<file path="config.mk">
export PLATFORM = sky130hd
export DESIGN_NAME = fetch_queue_flat
export DESIGN_NICKNAME = d
export VERILOG_FILES = /design/src/rtl/fetch_queue_if.sv /design/src/rtl/fetch_queue.sv /design/src/flat_wrapper.sv
export SDC_FILE = /design/constraint.sdc
export NUM_CORES = 1
export LEC_CHECK = 0
export CAP_MARGIN = 15
export CORE_MARGIN = 4
export CORE_UTILIZATION = 35
export CTS_CLUSTER_DIAMETER = 150
export CTS_CLUSTER_SIZE = 16
export DETAILED_ROUTE_END_ITERATION = 16
export GPL_TIMING_DRIVEN = 0
export PLACE_DENSITY = 0.6
export SLEW_MARGIN = 20
export SYNTH_ARGS = -nofsm -noshare
export SYNTH_HDL_FRONTEND = slang
export SYNTH_SLANG_ARGS = --single-unit
</file>
<file path="constraint.sdc">
create_clock -name i_clk -period 17.5 [get_ports i_clk]
set_clock_uncertainty 0.1 [all_clocks]
set_input_delay 1.75 -clock i_clk [delete_from_list [all_inputs] [get_ports i_clk]]
set_output_delay 1.75 -clock i_clk [all_outputs]
set_load 0.01 [all_outputs]
</file>
<file path="src/rtl/fetch_queue_if.sv">
// Redirect, instruction-memory and decode-side signals of the prefetch stage.
// The slave modport is the fetch_queue view; the master modport is its environment.
interface fetch_queue_if #(
    parameter int ADDR_W = 32,
    parameter int DEPTH  = 4
);
    localparam int CNT_W = $clog2(DEPTH + 1);

    logic              i_redirect;
    logic [ADDR_W-1:0] i_redirect_pc;
    logic              o_imem_req;
    logic [ADDR_W-1:0] o_imem_addr;
    logic [31:0]       i_imem_rdata;
    logic              o_valid;
    logic [31:0]       o_instr;
    logic [ADDR_W-1:0] o_pc;
    logic              i_ready;
    logic [CNT_W-1:0]  o_count;

    modport slave (
        input  i_redirect, i_redirect_pc, i_imem_rdata, i_ready,
        output o_imem_req, o_imem_addr, o_valid, o_instr, o_pc, o_count
    );

    modport master (
        output i_redirect, i_redirect_pc, i_imem_rdata, i_ready,
        input  o_imem_req, o_imem_addr, o_valid, o_instr, o_pc, o_count
    );
endinterface

</file>
<file path="src/rtl/fetch_queue.sv">
// Sequential instruction prefetch feeding decode through a DEPTH-entry PC/instr FIFO.
// Fetches are credit-limited (buffered + in-flight <= DEPTH); redirects flush everything.
module fetch_queue #(
    parameter int              ADDR_W   = 32,
    parameter int              DEPTH    = 4,
    parameter logic [ADDR_W-1:0] RESET_PC = '0
) (
    input logic          i_clk,
    input logic          i_rst,
    fetch_queue_if.slave bus
);
    localparam int CNT_W = $clog2(DEPTH + 1);
    localparam int PTR_W = $clog2(DEPTH);

    logic [ADDR_W-1:0] fetch_pc_q, fetch_pc_d;
    logic [ADDR_W-1:0] tag_pc_q, tag_pc_d;
    logic              inflight_q, inflight_d;
    logic [PTR_W-1:0]  rd_ptr_q, rd_ptr_d;
    logic [PTR_W-1:0]  wr_ptr_q, wr_ptr_d;
    logic [CNT_W-1:0]  count_q, count_d;

    logic [31:0]       instr_q [DEPTH];
    logic [ADDR_W-1:0] pc_q    [DEPTH];

    logic              issue;
    logic              push;
    logic              pop;
    logic [CNT_W:0]    credit_used;

    // Redirect target low bits are architecturally ignored.
    logic unused_redirect_lsbs;
    assign unused_redirect_lsbs = ^bus.i_redirect_pc[1:0];

    always_comb begin
        credit_used = {1'b0, count_q} + (CNT_W + 1)'(inflight_q);
        issue       = !i_rst && !bus.i_redirect && (credit_used < (CNT_W + 1)'(DEPTH));
        // A response landing in a redirect cycle is dropped along with the flush.
        push        = inflight_q && !bus.i_redirect;
        pop         = (count_q != '0) && bus.i_ready && !bus.i_redirect;

        fetch_pc_d  = fetch_pc_q;
        tag_pc_d    = tag_pc_q;
        inflight_d  = issue;
        rd_ptr_d    = rd_ptr_q;
        wr_ptr_d    = wr_ptr_q;
        count_d     = count_q;

        if (bus.i_redirect) begin
            fetch_pc_d = {bus.i_redirect_pc[ADDR_W-1:2], 2'b00};
            rd_ptr_d   = '0;
            wr_ptr_d   = '0;
            count_d    = '0;
        end else begin
            if (issue) begin
                fetch_pc_d = fetch_pc_q + ADDR_W'(4);
                tag_pc_d   = fetch_pc_q;
            end
            rd_ptr_d = rd_ptr_q + PTR_W'(pop);
            wr_ptr_d = wr_ptr_q + PTR_W'(push);
            count_d  = count_q + CNT_W'(push) - CNT_W'(pop);
        end
    end

    always_ff @(posedge i_clk) begin
        if (i_rst) begin
            fetch_pc_q <= RESET_PC;
            tag_pc_q   <= '0;
            inflight_q <= 1'b0;
            rd_ptr_q   <= '0;
            wr_ptr_q   <= '0;
            count_q    <= '0;
        end else begin
            fetch_pc_q <= fetch_pc_d;
            tag_pc_q   <= tag_pc_d;
            inflight_q <= inflight_d;
            rd_ptr_q   <= rd_ptr_d;
            wr_ptr_q   <= wr_ptr_d;
            count_q    <= count_d;
        end
    end

    always_ff @(posedge i_clk) begin
        if (push && !i_rst) begin
            instr_q[wr_ptr_q] <= bus.i_imem_rdata;
            pc_q[wr_ptr_q]    <= tag_pc_q;
        end
    end

    assign bus.o_imem_req  = issue;
    assign bus.o_imem_addr = fetch_pc_q;
    assign bus.o_valid     = (count_q != '0);
    assign bus.o_instr     = instr_q[rd_ptr_q];
    assign bus.o_pc        = pc_q[rd_ptr_q];
    assign bus.o_count     = count_q;

    overflow_chk: assert property (@(posedge i_clk) disable iff (i_rst)
        !(push && !pop && count_q == CNT_W'(DEPTH)));
endmodule

</file>
<file path="src/flat_wrapper.sv">
// flat-port wrapper written by rule: the top's interface ports become plain ports
module fetch_queue_flat 
#(
    parameter int              ADDR_W   = 32,
    parameter int              DEPTH    = 4,
    parameter logic [ADDR_W-1:0] RESET_PC = '0
)
  (i_clk, i_rst, bus_i_redirect, bus_i_redirect_pc, bus_i_imem_rdata, bus_i_ready, bus_o_imem_req, bus_o_imem_addr, bus_o_valid, bus_o_instr, bus_o_pc, bus_o_count);
  fetch_queue_if #(.ADDR_W(ADDR_W), .DEPTH(DEPTH)) bus_i ();
  input logic i_clk;
  input logic i_rst;
  input wire logic [$bits(bus_i.i_redirect)-1:0] bus_i_redirect;
  input wire logic [$bits(bus_i.i_redirect_pc)-1:0] bus_i_redirect_pc;
  input wire logic [$bits(bus_i.i_imem_rdata)-1:0] bus_i_imem_rdata;
  input wire logic [$bits(bus_i.i_ready)-1:0] bus_i_ready;
  output wire logic [$bits(bus_i.o_imem_req)-1:0] bus_o_imem_req;
  output wire logic [$bits(bus_i.o_imem_addr)-1:0] bus_o_imem_addr;
  output wire logic [$bits(bus_i.o_valid)-1:0] bus_o_valid;
  output wire logic [$bits(bus_i.o_instr)-1:0] bus_o_instr;
  output wire logic [$bits(bus_i.o_pc)-1:0] bus_o_pc;
  output wire logic [$bits(bus_i.o_count)-1:0] bus_o_count;
  assign bus_i.i_redirect = bus_i_redirect;
  assign bus_i.i_redirect_pc = bus_i_redirect_pc;
  assign bus_i.i_imem_rdata = bus_i_imem_rdata;
  assign bus_i.i_ready = bus_i_ready;
  assign bus_o_imem_req = bus_i.o_imem_req;
  assign bus_o_imem_addr = bus_i.o_imem_addr;
  assign bus_o_valid = bus_i.o_valid;
  assign bus_o_instr = bus_i.o_instr;
  assign bus_o_pc = bus_i.o_pc;
  assign bus_o_count = bus_i.o_count;
  fetch_queue #(.ADDR_W(ADDR_W), .DEPTH(DEPTH), .RESET_PC(RESET_PC)) u_core (.i_clk(i_clk), .i_rst(i_rst), .bus(bus_i));
endmodule
</file>
==> reports/results.ini <==
[synthesis]
synth.avg_cell_area_um2=17.0
synth_enable_flop_cells=248
ys_ff_latch=316
synthArstFlopShare=0
synth_top_flop_cell=edfxtp_1
synth_warnings=0
post_synth_instance_area_mm2=0.0120
ys_seq_area_frac=0.732
yosysUniqueCellTypes=46
syn_inst=707

[drt]
vias=6799
wl_per_cell_um=20.1
drc=0
drtPass1Iterations=5
via_per_inst=4.91
drtIter0Drc=362
ant_nets=0
finalWirelength_mm=27.8

[clock_tree]
cts.clk_slew.worst_paths_ns=0.07
cts_buffers=23
h-tree-depth=1
postCtsHoldBufs=0
cts_sinks=316
cts-root-buf=clkbuf_16
clockBufferDepth=3
tritoncts=built
cts_resized=0
cts_setup_buffers=0
worst_skew_pair.late_latency_ns=0.52

[die]
num_rows=67
design.core.area_mm2=0.0337
die-area_mm2=0.0374
fp.dieH_um=193
initial_core_util=0.357
fp.dieW_um=193
io_pins=169

[setup_path]
max_stage_delay_ns=0.60
cp_max_fo=10
cp_cell_sequence=clkdlybuf4s50_1 -> nor2_1 -> nand2_1 -> inv_1 -> buf_2 -> clkdlybuf4s50_1
critPathLaunchType=input port
cp_data_arrival_time_ns=3.72
worst-r2r-setup-slack_ns=15.06
path_class=in -> out
critPathSlowestCell=clkdlybuf4s50_1
critPathCaptureType=primary output
cpMostUsedCell=clkdlybuf4s50_1
cp.required_ns=15.65

[sta]
slew_violations=0
timing.hold.ws_ns=0.402
max_freq_mhz=179
slew_headroom=0.471
rsz0062_at_grt=no
period_share=0.319
setup_violations=0
finalCriticalPeriod_ns=5.57
tightest_slew_ns=0.794
hold_viol_final=0
finalSetupTns_ns=0

[global_routing]
grt_usage=0.147
grt_pass1_wl_mm=43.5
gr-total-overflow=0
grt_start_max_net_pins=20
grt_pass1_vias=7189
grt_antenna_before_repair=0

[cells_and_area]
seq_area_mm2=0.00881
utilization=0.452
final_cells=1385
nets=994
antenna_cells=0
multi_input_area_mm2=0.00304
final.fill_count=3028
final_common_cell=edfxtp_1
areaGrowthSynthToFinish_pct=26.5
layout_common_cells=edfxtp_1, clkdlybuf4s50_1, nand2_1, dfxtp_1, mux4_2
drive_gt1_frac=0.148
design_area_mm2=0.0152

[min_path]
min_path_type=reg -> reg

[placed_design]
gp_congestion=0.810
dpl-instance-area_mm2=0.0146
place_hpwl_mm=19.4
port_buffers=161
post-place-cells=1344

[power]
vdd_drop_max_uv=72.3
p_per_area_mw_per_mm2=91.7
p_leak_uw=0.00491

[run]
drv_cap=0

[run_status]
status=completed

[where the power goes]
group	total (uW)	switching, uW	internal, uW	leakage (uW)
clock	497	240	257	0.000316
combinational	70.7	33.2	37.5	0.00176
sequential	829	13.0	816	0.00283
total	1400	286	1110	0.00491
[worst paths after layout]
check,cells past startpoint,endpoint,start
worst max-delay path,6,bus_o_imem_req,bus_i_redirect
worst min-delay path,2,u_core.tag_pc_q[8]$_SDFFE_PP0P_,u_core.tag_pc_q[8]$_SDFFE_PP0P_
worst max register to register,9,u_core.tag_pc_q[16]$_SDFFE_PP0P_,u_core.bus.o_count[1]$_SDFF_PP0_
worst min register to register,2,u_core.tag_pc_q[8]$_SDFFE_PP0P_,u_core.tag_pc_q[8]$_SDFFE_PP0P_
[state kept, by name, indices dropped and copies added (netlist names)]
signal,count
u_core.bus.o_imem_addr,30
u_core.wr_ptr_q,2
u_core.pc_q,120
u_core.instr_q,128
u_core.rd_ptr_q,2
u_core.tag_pc_q,30
u_core.inflight_q,1
u_core.bus.o_count,3
[cells in the mapped netlist, types with 2 or more instances]
cell | n | area [um^2]
a211oi_1 | 16 | 120
a21oi_1 | 37 | 185
a311oi_1 | 6 | 52.6
inv_1 | 9 | 33.8
and3_1 | 6 | 37.5
xnor2_1 | 10 | 87.6
clkbuf_1 | 23 | 86.3
ha_1 | 4 | 50.1
o21ai_0 | 4 | 20.0
o21a_1 | 2 | 15.0
buf_4 | 5 | 37.5
nor2_1 | 33 | 124
buf_2 | 11 | 55.1
xor2_1 | 18 | 158
nand3_1 | 8 | 40.0
o21bai_1 | 3 | 22.5
or3_1 | 5 | 31.3
buf_1 | 2 | 7.51
edfxtp_1 | 248 | 7450
and2_1 | 3 | 18.8
dfxtp_1 | 68 | 1360
nor3_1 | 6 | 30.0
o22ai_1 | 2 | 12.5
nand4_1 | 17 | 106
nand2_1 | 79 | 297
mux4_2 | 62 | 1400
[critical path, delay by kind of cell]
kind | cells | cell delay, ns
buf+inv | 4 | 1.50
simple gates | 2 | 0.47
[cell type report]
class,instances,area share
inverter,10,0.00246
multi-input combinational,343,0.200
clock buffer,41,0.0436
buffer,41,0.0122
timing repair buffer,186,0.127
sequential,316,0.578
tap,448,0.0368
[metal layers]
layer  GRT usage  up-vias  share of wire
met1       0.206     3400           0.45
met3      0.0325       44          0.059
met2       0.237      196           0.47
li1            -     3159              -
met4      0.0346        0          0.021
met5           0        -              0
[metrics by stage]
stage          worst slack (ns)  power [uW]
3_3_place_gp               5.76         916
3_5_place_dp              11.85         917
5_1_grt                   11.69        1450
4_1_cts                   11.85        1420
6_report                  11.93        1400
2_1_floorplan             10.45         870
[logic make-up (layout without fill, tap and decap cells)]
family,after synthesis,count (layout),share of synthesized area
AND/OR/NAND/NOR,170,170,0.0684
buffers and inverters,51,278,0.0186
AO/OA/AOI/OAI,74,74,0.0390
other,1,4,0.000311
XOR/XNOR,28,28,0.0204
multiplexers,62,62,0.116
flip-flops,316,316,0.732
adder cells (fa/ha/maj),5,5,0.00582
Note: power is estimated with default switching activity, not from simulation.
